==> src/rtl/voice_allocator.sv <==
// Polyphony controller: assigns MIDI note-on/off events to NUM_VOICES tone generators
// using retrigger, then free voice, then least-recently-assigned theft.
module voice_allocator #(
    parameter int NUM_VOICES = 4,
    parameter int IDX_W      = $clog2(NUM_VOICES)
) (
    input  logic                      clk,
    input  logic                      reset,
    input  logic                      ev_valid,
    output logic                      ev_ready,
    input  logic                      ev_on,
    input  logic [6:0]                ev_note,
    input  logic [6:0]                ev_velocity,
    input  logic                      all_off,
    output logic [7*NUM_VOICES-1:0]   voice_note,
    output logic [7*NUM_VOICES-1:0]   voice_volume,
    output logic [NUM_VOICES-1:0]     voice_active,
    output logic [NUM_VOICES-1:0]     voice_restart,
    output logic [1:0]                dbg_state
);

    localparam logic [1:0] IDLE  = 2'd0;
    localparam logic [1:0] SCAN  = 2'd1;
    localparam logic [1:0] APPLY = 2'd2;

    localparam logic [IDX_W-1:0] LAST_IDX = IDX_W'(NUM_VOICES - 1);

    // Handshake: an event transfers on the rising edge where ev_valid && ev_ready;
    // ev_ready is high only in IDLE, and the event fields are captured at that edge.
    logic [1:0]       r_state;
    logic [IDX_W-1:0] r_scan_idx;
    logic             r_ev_sound;
    logic [6:0]       r_ev_note;
    logic [6:0]       r_ev_vel;
    logic             r_match_found;
    logic [IDX_W-1:0] r_match_idx;
    logic             r_free_found;
    logic [IDX_W-1:0] r_free_idx;
    logic [IDX_W-1:0] r_oldest_idx;

    logic [6:0]       r_note   [NUM_VOICES];
    logic [6:0]       r_vol    [NUM_VOICES];
    logic [NUM_VOICES-1:0] r_active;
    logic [NUM_VOICES-1:0] r_restart;
    logic [IDX_W-1:0] r_rank   [NUM_VOICES];

    logic             w_accept;
    logic             w_apply_on;
    logic             w_apply_off;
    logic [IDX_W-1:0] w_target;

    // all_off wins over both a new accept and a pending APPLY.
    assign w_accept    = (r_state == IDLE) && ev_valid && !all_off;
    assign w_apply_on  = (r_state == APPLY) && !all_off && r_ev_sound;
    assign w_apply_off = (r_state == APPLY) && !all_off && !r_ev_sound && r_match_found;
    assign w_target    = r_match_found ? r_match_idx :
                         r_free_found  ? r_free_idx  : r_oldest_idx;

    assign ev_ready      = (r_state == IDLE);
    assign dbg_state     = r_state;
    assign voice_active  = r_active;
    assign voice_restart = r_restart;

    for (genvar g = 0; g < NUM_VOICES; g++) begin : g_pack
        assign voice_note[7*g +: 7]   = r_note[g];
        assign voice_volume[7*g +: 7] = r_vol[g];
    end

    always_ff @(posedge clk or negedge reset) begin
        if (!reset) begin
            r_state       <= IDLE;
            r_scan_idx    <= '0;
            r_ev_sound    <= 1'b0;
            r_ev_note     <= '0;
            r_ev_vel      <= '0;
            r_match_found <= 1'b0;
            r_match_idx   <= '0;
            r_free_found  <= 1'b0;
            r_free_idx    <= '0;
            r_oldest_idx  <= '0;
        end else if (all_off) begin
            r_state <= IDLE;
        end else begin
            case (r_state)
                IDLE: begin
                    if (w_accept) begin
                        r_state       <= SCAN;
                        r_scan_idx    <= '0;
                        r_ev_sound    <= ev_on && (ev_velocity != 7'd0);
                        r_ev_note     <= ev_note;
                        r_ev_vel      <= ev_velocity;
                        r_match_found <= 1'b0;
                        r_free_found  <= 1'b0;
                    end
                end
                SCAN: begin
                    if (!r_match_found && r_active[r_scan_idx] &&
                        (r_note[r_scan_idx] == r_ev_note)) begin
                        r_match_found <= 1'b1;
                        r_match_idx   <= r_scan_idx;
                    end
                    if (!r_free_found && !r_active[r_scan_idx]) begin
                        r_free_found <= 1'b1;
                        r_free_idx   <= r_scan_idx;
                    end
                    if (r_rank[r_scan_idx] == LAST_IDX) begin
                        r_oldest_idx <= r_scan_idx;
                    end
                    if (r_scan_idx == LAST_IDX) begin
                        r_state <= APPLY;
                    end else begin
                        r_scan_idx <= r_scan_idx + IDX_W'(1);
                    end
                end
                APPLY:   r_state <= IDLE;
                default: r_state <= IDLE;
            endcase
        end
    end

    always_ff @(posedge clk or negedge reset) begin
        if (!reset) begin
            r_active  <= '0;
            r_restart <= '0;
            for (int i = 0; i < NUM_VOICES; i++) begin
                r_note[i] <= '0;
                r_vol[i]  <= '0;
            end
        end else begin
            r_restart <= '0;
            if (all_off) begin
                r_active <= '0;
                for (int i = 0; i < NUM_VOICES; i++) begin
                    r_vol[i] <= '0;
                end
            end else if (w_apply_on) begin
                r_note[w_target]    <= r_ev_note;
                r_vol[w_target]     <= r_ev_vel;
                r_active[w_target]  <= 1'b1;
                r_restart[w_target] <= 1'b1;
            end else if (w_apply_off) begin
                r_vol[r_match_idx]    <= '0;
                r_active[r_match_idx] <= 1'b0;
            end
        end
    end

    // Rank 0 is the most recently assigned voice; moving the target to the front keeps a permutation.
    always_ff @(posedge clk or negedge reset) begin
        if (!reset) begin
            for (int i = 0; i < NUM_VOICES; i++) begin
                r_rank[i] <= IDX_W'(i);
            end
        end else if (w_apply_on) begin
            for (int i = 0; i < NUM_VOICES; i++) begin
                if (IDX_W'(i) == w_target) begin
                    r_rank[i] <= '0;
                end else if (r_rank[i] < r_rank[w_target]) begin
                    r_rank[i] <= r_rank[i] + IDX_W'(1);
                end
            end
        end
    end

endmodule

==> config.mk <==
export PLATFORM = sky130hd
export DESIGN_NAME = voice_allocator
export DESIGN_NICKNAME = d
export VERILOG_FILES = /design/src/rtl/voice_allocator.sv
export SDC_FILE = /design/constraint.sdc
export NUM_CORES = 1
export LEC_CHECK = 0
export BUFFER_PORTS_ARGS = -buffer_cell sky130_fd_sc_hd__buf_2
export CORE_MARGIN = 3
export CORE_UTILIZATION = 50
export CTS_BUF_LIST = sky130_fd_sc_hd__clkbuf_4 sky130_fd_sc_hd__clkbuf_8 sky130_fd_sc_hd__clkbuf_16
export DETAILED_ROUTE_END_ITERATION = 10
export PLACE_DENSITY = 0.75
export SLEW_MARGIN = 15
export SYNTH_ARGS = -nofsm -noshare
export SYNTH_HDL_FRONTEND = slang
export SYNTH_SLANG_ARGS = --single-unit
==> constraint.sdc <==
create_clock -name clk -period 2.9 [get_ports clk]
set_clock_uncertainty 0.05 [all_clocks]
set_input_delay 0.145 -clock clk [delete_from_list [all_inputs] [get_ports clk]]
set_output_delay 0.145 -clock clk [all_outputs]
set_load 0.005 [all_outputs]
==> flow_metrics.env, run 1 <==
export IMPL_status="finished clean"
export IMPL_worst_r2r_endpoint="r_rank[6]$_DFFE_PN0P_"
export IMPL_hp_class="input pin to flop"
export IMPL_yosys_cell_types_count=50
export IMPL_area_growth_pct=20.0
export IMPL_antenna_left=0
export IMPL_layout_min_cycle_time_ns=2.72
export IMPL_dp_hpwl_mm=7.42
export IMPL_pre_cts_ws_ns=0.191
export IMPL_cellPowerDensity_nw_per_um2=571
export IMPL_yosysWarnings=0
export IMPL_crit_chain="mux2_4 -> mux2_2 -> mux4_2 -> inv_1 -> ha_1 -> or4b_2 -> o21ai_0 -> a211oi_1"
export IMPL_whs_path_depth=3
export IMPL_synth_area_top_cells="dfrtp_1 53%, mux2_2 9.0%, a22o_1 5.6%"
export IMPL_dr_pass1_iters=4
export IMPL_syn_avg_cell_area_um2=12.5
export IMPL_r2r_start="r_free_found$_DFFE_PN0P_"
export IMPL_cap_violations=0
export IMPL_clock_latency_ns=0.36
export IMPL_syn_inst=363
export IMPL_io_buffers=85
export IMPL_maxSlewViolCount=0
export IMPL_startpoint_type="flop"
export IMPL_setup_viol=0
export IMPL_vias_per_cell=5.71
export IMPL_synth_seq_area_share_pct=54.9
export IMPL_slowest_delay_ns=0.66
export IMPL_num_rows=34
export IMPL_synth_most_common_cell="dfrtp_1"
export IMPL_ios=86
export IMPL_max_slew_worst_pin_slew_ns=0.871
export IMPL_fin_area_um2=5430
export IMPL_synth_edff_count=0
export IMPL_first_global_vias=3390
export IMPL_clk_path_buf_depth=2
export IMPL_cts_tree="built"
export IMPL_start_util_pct=51.6
export IMPL_synth_top_area_share_pct=52.6
export IMPL_grt_max_degree=52
export IMPL_relSlewSlack_pct=41.9
export IMPL_cp_required_ns=3.08
export IMPL_clockRootBuffer="clkbuf_8"
export IMPL_holdPathEnd="r_ev_sound$_DFFE_PN0P_"
export IMPL_r2r_setup_slack_ns=0.18
export IMPL_die_area_um2=10200
export IMPL_synth_async_reset_ratio_pct=100
export IMPL_antenna_cells=0
export IMPL_drc=0
export IMPL_fin_nets=495
export IMPL_fin_ws_ns=0.181
export IMPL_core_area_um2=8760
export IMPL_ff2ff_path_depth=8
export IMPL_synthesis_nets=387
export IMPL_holdCritStartpoint="ev_on"
export IMPL_drt_iter0_markers=238
export IMPL_grt_pass1_wl_mm=17.7
export IMPL_synth_seq_cells=99
export IMPL_grt_antenna_before_repair=0
export IMPL_final_hold_viol_count=0
export IMPL_ir_drop_mv=0.354
export IMPL_cp_arrival_ns=2.90
export IMPL_crit_path_end_kind="flop"
export IMPL_critPathMaxFanout=4
export IMPL_crit_path_top_delay_cell="or4b_2"
export IMPL_drive_above_1_share_pct=36.8
export IMPL_syn_area_um2=4520
export IMPL_finalSetupTns_ns=0
export IMPL_p_leak_nw=2.82
export IMPL_die_w_um=101
export IMPL_numCtsBuffers=9
export IMPL_placed_area_um2=5090
export IMPL_crit_type="flop to flop"
export IMPL_synth_top_area_cell="dfrtp_1"
export IMPL_die_h_um=101
export IMPL_fillerInstances=707
export IMPL_ys_flop_type="dfrtp_1"
export IMPL_overflow=0
export IMPL_cts_sinks=99
export IMPL_ys_top_cells_by_count="95 x dfrtp_1, 65 x nand2_1, 36 x mux2_2"
export IMPL_max_freq_mhz=368
export IMPL_drt_total_wl_mm=10.7
export IMPL_track_usage_pct=22.5
export IMPL_wire_per_inst_um=18.4
export IMPL_period_share_pct=93.8
export IMPL_htreeDepth=3
export IMPL_startpoint="r_free_found$_DFFE_PN0P_"
export IMPL_clk_pin_slew_ns=0.10
export IMPL_gp_congestion=0.860
export IMPL_num_vias=3332
export IMPL_rsz0062_at_grt="no"
export IMPL_power_mw=3.10
## repair_timing
item	4_1_cts	5_1_grt
gates resized for setup	0	0
hold buffers	15	0
hold endpoints to repair	59	0
buffers inserted	0	0
## area by class of cell
| class | count | area [um^2] | share of cell area, % |
|---|---|---|---|
| inverter | 3 | 11.3 | 0.208 |
| clock buffer | 9 | 124 | 2.28 |
| timing repair buffer | 112 | 681 | 12.5 |
| multi-input combinational | 246 | 1930 | 35.6 |
| tap | 108 | 135 | 2.49 |
| sequential | 99 | 2480 | 45.8 |
| clock inverter | 7 | 61.3 | 1.13 |
## flip-flops by register name (all words and copies together) (netlist names)
signal and count:
r_ev_note 7, dbg_state 2, r_match_found 1, r_match_idx 2
r_rank 8, voice_active 4, r_ev_vel 7, r_scan_idx 2
r_ev_sound 1, r_oldest_idx 2, voice_restart 4, voice_volume 28
r_free_found 1, voice_note 28, r_free_idx 2
## where the power goes
part           switching (mW)  leakage, nW  internal, mW
Sequential              0.124         1.33          1.47
Combinational           0.372         1.39         0.288
Clock                   0.518       0.0971         0.328
## routing by layer
metal / routed length, um / vias to the layer above / track usage [%]
li1: - / 1548 / -
met5: 0 / - / 0
met1: 4810 / 1660 / 31.6
met2: 5060 / 111 / 35.0
met3: 672 / 13 / 4.57
met4: 201 / 0 / 7.77
## metrics by stage
| step | utilization (%) | hold slack (ns) | instances |
|---|---|---|---|
| finish | 61.9 | 0.0525 | 584 |
| global route | 61.9 | 0.0405 | 584 |
| detailed placement | 58.1 | 0.157 | 553 |
| global placement | 58.1 | 0.148 | 553 |
| floorplan | - | -0.201 | 363 |
| CTS | 61.9 | 0.0297 | 584 |
## worst max path at each step
| stage | endpoint | slack (ns) |
|---|---|---|
| 6_report | r_rank[6]$_DFFE_PN0P_ | 0.18 |
| 5_1_grt | r_rank[6]$_DFFE_PN0P_ | 0.04 |
| 4_1_cts | r_rank[6]$_DFFE_PN0P_ | 0.18 |
| 3_5_place_dp | r_rank[4]$_DFFE_PN1P_ | 0.19 |
| 3_3_place_gp | r_rank[6]$_DFFE_PN0P_ | 0.23 |
| 2_1_floorplan | r_rank[6]$_DFFE_PN0P_ | 0.01 |
## cell families (layout without fill, tap and decap cells)
logic type | count (synthesis) | in the layout | synth area share, %
compound gates | 71 | 71 | 11.9
xor+xnor | 7 | 7 | 1.36
fa+ha+maj | 5 | 5 | 1.38
buf+inv | 18 | 131 | 2.41
flops | 99 | 99 | 54.9
mux | 51 | 51 | 15.5
simple gates | 112 | 112 | 12.6
## cells in the final DEF, fill, tap and decap left out, types with 3 or more instances in the layout
cell           synthesis  layout
dfrtp_1               95      95
buf_2                  6      84
nand2_1               65      65
mux2_2                36      36
a22o_1                29      29
dlygate4sd3_1          0      15
nor2_1                13      13
buf_4                  3      12
o21ai_0               10      10
clkbuf_8               0       9
mux4_2                 6       6
nor2b_1                6       6
o31ai_1                6       6
a21oi_1                6       6
xnor2_1                5       5
nand3_1                5       5
nor3_1                 5       5
ha_1                   5       5
a21o_1                 4       4
a31o_2                 4       4
dfstp_2                4       4
inv_1                  3       3
nor3_4                 3       3
mux4_1                 3       3
inv_6                  0       3
## worst max-delay path, delay by kind of cell (launching register included)
family / cells / cell delay [ns]
AOI/OAI and AO/OA: 2 / 0.16
adders and majority gates: 1 / 0.26
buffers and inverters: 1 / 0.13
DFF: 1 / 0.44
muxes: 3 / 0.90
and+or+nand+nor: 1 / 0.66
(Power assumes the default switching activity.)
==> inputs of run 2 (changes only) <==
Settings changed: ABC_AREA from default to 1.
==> run 2 against run 1 <==
Against the previous run: sequential power barely moved; clock power grew 19%; non-clock buffer count is 10 lower; combinational power grew 38%; hold slack got worse by 0.021 ns; power is 12% higher; synthesized area rose by 2.6%; maximum frequency up 19%; largest power group unchanged; flip-flop and latch count stayed put; clock-buffer cell count unchanged; synthesized cell count increased by 51%.
==> flow_metrics.env, run 2 <==
export IMPL_cap_violations=0
export IMPL_startpoint_type="flop"
export IMPL_synthesis_nets=572
export IMPL_cellPowerDensity_nw_per_um2=636
export IMPL_ys_flop_type="dfrtp_1"
export IMPL_maxSlewViolCount=0
export IMPL_track_usage_pct=23.7
export IMPL_clkPwrFrac_pct=29.0
export IMPL_dr_pass1_iters=6
export IMPL_wire_per_inst_um=15.1
export IMPL_dp_hpwl_mm=7.76
export IMPL_cts_tree="built"
export IMPL_num_vias=4051
export IMPL_synth_top_area_share_pct=51.2
export IMPL_layout_common_cells="183 x nand2_1, 95 x dfrtp_1, 84 x buf_2"
export IMPL_layout_commonest_cell="nand2_1"
export IMPL_htreeDepth=3
export IMPL_grt_pass1_wl_mm=19.3
export IMPL_io_buffers=85
export IMPL_synth_edff_count=0
export IMPL_ir_drop_mv=0.374
export IMPL_layout_min_cycle_time_ns=2.28
export IMPL_yosysWarnings=0
export IMPL_status="finished clean"
export IMPL_drt_iter0_markers=254
export IMPL_clock_latency_ns=0.36
export IMPL_die_h_um=102
export IMPL_rsz0062_at_grt="no"
export IMPL_start_util_pct=52.4
export IMPL_antenna_left=0
export IMPL_grt_antenna_before_repair=0
export IMPL_cp_required_ns=3.11
export IMPL_drc=0
export IMPL_syn_inst=548
export IMPL_cts_sinks=99
export IMPL_finalSetupTns_ns=0
export IMPL_die_area_um2=10500
export IMPL_crit_type="flop to flop"
export IMPL_clockRootBuffer="clkbuf_8"
export IMPL_grt_max_degree=64
export IMPL_synth_async_reset_ratio_pct=100
export IMPL_switchingPower_mw=1.19
export IMPL_drt_total_wl_mm=11.5
export IMPL_vias_per_cell=5.35
export IMPL_stdcell_count=757
export IMPL_yosys_cell_types_count=29
export IMPL_clk_pin_slew_ns=0.10
export IMPL_power_mw=3.48
export IMPL_critPathMaxFanout=6
export IMPL_die_w_um=102
export IMPL_final_hold_viol_count=0
export IMPL_finish_utilization_pct=61.8
export IMPL_cts_resized=0
export IMPL_synth_seq_cells=99
export IMPL_swShare_pct=34.1
export IMPL_p_leak_nw=2.91
export IMPL_overflow=0
export IMPL_synth_most_common_cell="nand2_1"
export IMPL_numCtsBuffers=9
export IMPL_fin_nets=668
export IMPL_syn_area_um2=4640
export IMPL_crit_path_end_kind="flop"
export IMPL_dp_cells=727
export IMPL_area_growth_pct=17.8
export IMPL_first_global_vias=4020
export IMPL_gp_congestion=0.928
export IMPL_synth_area_top_cells="dfrtp_1 51%, nand2_1 15%, o21ai_0 6.1%"
export IMPL_clk_path_buf_depth=2
export IMPL_ios=86
export IMPL_core_area_um2=8850
export IMPL_power_internal_mw=2.29
export IMPL_hp_class="input pin to flop"
export IMPL_cp_arrival_ns=2.50
export IMPL_synth_seq_area_share_pct=53.5
export IMPL_relSlewSlack_pct=46.7
export IMPL_power_frac_seq_pct=44.9
export IMPL_max_freq_mhz=438
export IMPL_synth_top_area_cell="dfrtp_1"
export IMPL_postCtsSetupRepairBufs=0
export IMPL_max_slew_worst_pin_slew_ns=0.799
export IMPL_period_share_pct=78.8
export IMPL_num_rows=34
export IMPL_ys_top_cells_by_count="183 x nand2_1, 95 x dfrtp_1, 57 x o21ai_0"
export IMPL_combPwrFrac_pct=26.1
export IMPL_setup_viol=0
export IMPL_drive_above_1_share_pct=21.0
export IMPL_syn_avg_cell_area_um2=8.47
export IMPL_antenna_cells=0
## run 2: power by group through the flow
stage                     logic, mW  clock network [mW]  registers, mW
after detailed placement      0.885                   0           1.59
after CTS                     0.909                1.03           1.56
after global placement        0.863                   0           1.58
after floorplan               0.654                   0           1.58
after global routing           1.05                1.09           1.57
final                         0.909                1.01           1.56
## run 2: per-stage QoR
step           cell area [um^2]  hold WS [ns]  setup slack [ns]
2_1_floorplan              4640        -0.201             0.902
3_3_place_gp               5100         0.220             0.730
3_5_place_dp               5100         0.235             0.621
4_1_cts                    5470       0.00933             0.617
5_1_grt                    5470        0.0476             0.357
6_report                   5470        0.0320             0.616
## run 2: cell families (layout without fill, tap and decap cells)
group / count (synthesis) / count (layout) / synth area share [%]
buffers and inverters: 68 / 169 / 7.20
adders and majority gates: 5 / 5 / 1.35
DFF: 99 / 99 / 53.5
AOI/OAI and AO/OA: 101 / 101 / 12.5
xor gates and xnor gates: 4 / 4 / 0.755
and+or+nand+nor: 271 / 271 / 24.7
## run 2: routing by layer
metal,up-vias,GRT usage (%),routed length [um]
li1,1974,-,-
met1,1909,30.8,4940
met2,138,38.7,5540
met3,30,6.01,687
met4,0,8.27,296
met5,-,0,0
## run 2: layout make-up
| cell class | count | area (um^2) |
|---|---|---|
| Multi-Input combinational cell | 381 | 1820 |
| Clock buffer | 9 | 124 |
| Timing Repair Buffer | 102 | 603 |
| Fill cell | 773 | 3380 |
| Clock inverter | 7 | 109 |
| Sequential cell | 99 | 2480 |
| Tap cell | 108 | 135 |
| Inverter | 51 | 191 |
## run 2: repair_timing
action / in CTS / in global routing
hold endpoints to repair: 71 / 0
hold buffers: 14 / 0
setup endpoints to repair: 0 / 0
## run 2: worst paths after layout
| kind | startpoint | end | slack [ns] | cells past startpoint |
|---|---|---|---|---|
| hold / removal | ev_velocity[5] | r_ev_vel[5]$_DFFE_PN0P_ | 0.03 | 3 |
| max in group asynchronous | reset | voice_note[19]$_DFFE_PN0P_ | 1.78 | 3 |
| hold reg to reg | voice_volume[3]$_DFFE_PN0P_ | voice_volume[3]$_DFFE_PN0P_ | 0.45 | 2 |
| min in group asynchronous | reset | voice_volume[19]$_DFFE_PN0P_ | 0.34 | 2 |
| setup / recovery | r_match_found$_DFFE_PN0P_ | r_rank[5]$_DFFE_PN0P_ | 0.62 | 14 |
| setup reg to reg | r_match_found$_DFFE_PN0P_ | r_rank[5]$_DFFE_PN0P_ | 0.62 | 14 |
## run 2: critical path, cell delays in order (launching register included)
cell and delay, ns:
dfrtp_1 0.43, inv_2 0.12, nand3_1 0.10, o21ai_2 0.10, inv_1 0.12, nand2_1 0.20, o22ai_1 0.10, inv_1 0.06
o221ai_1 0.20, ha_1 0.35, nand2_1 0.05, nand2_1 0.09, nand2_1 0.08, nand2_1 0.09, nand2_1 0.05
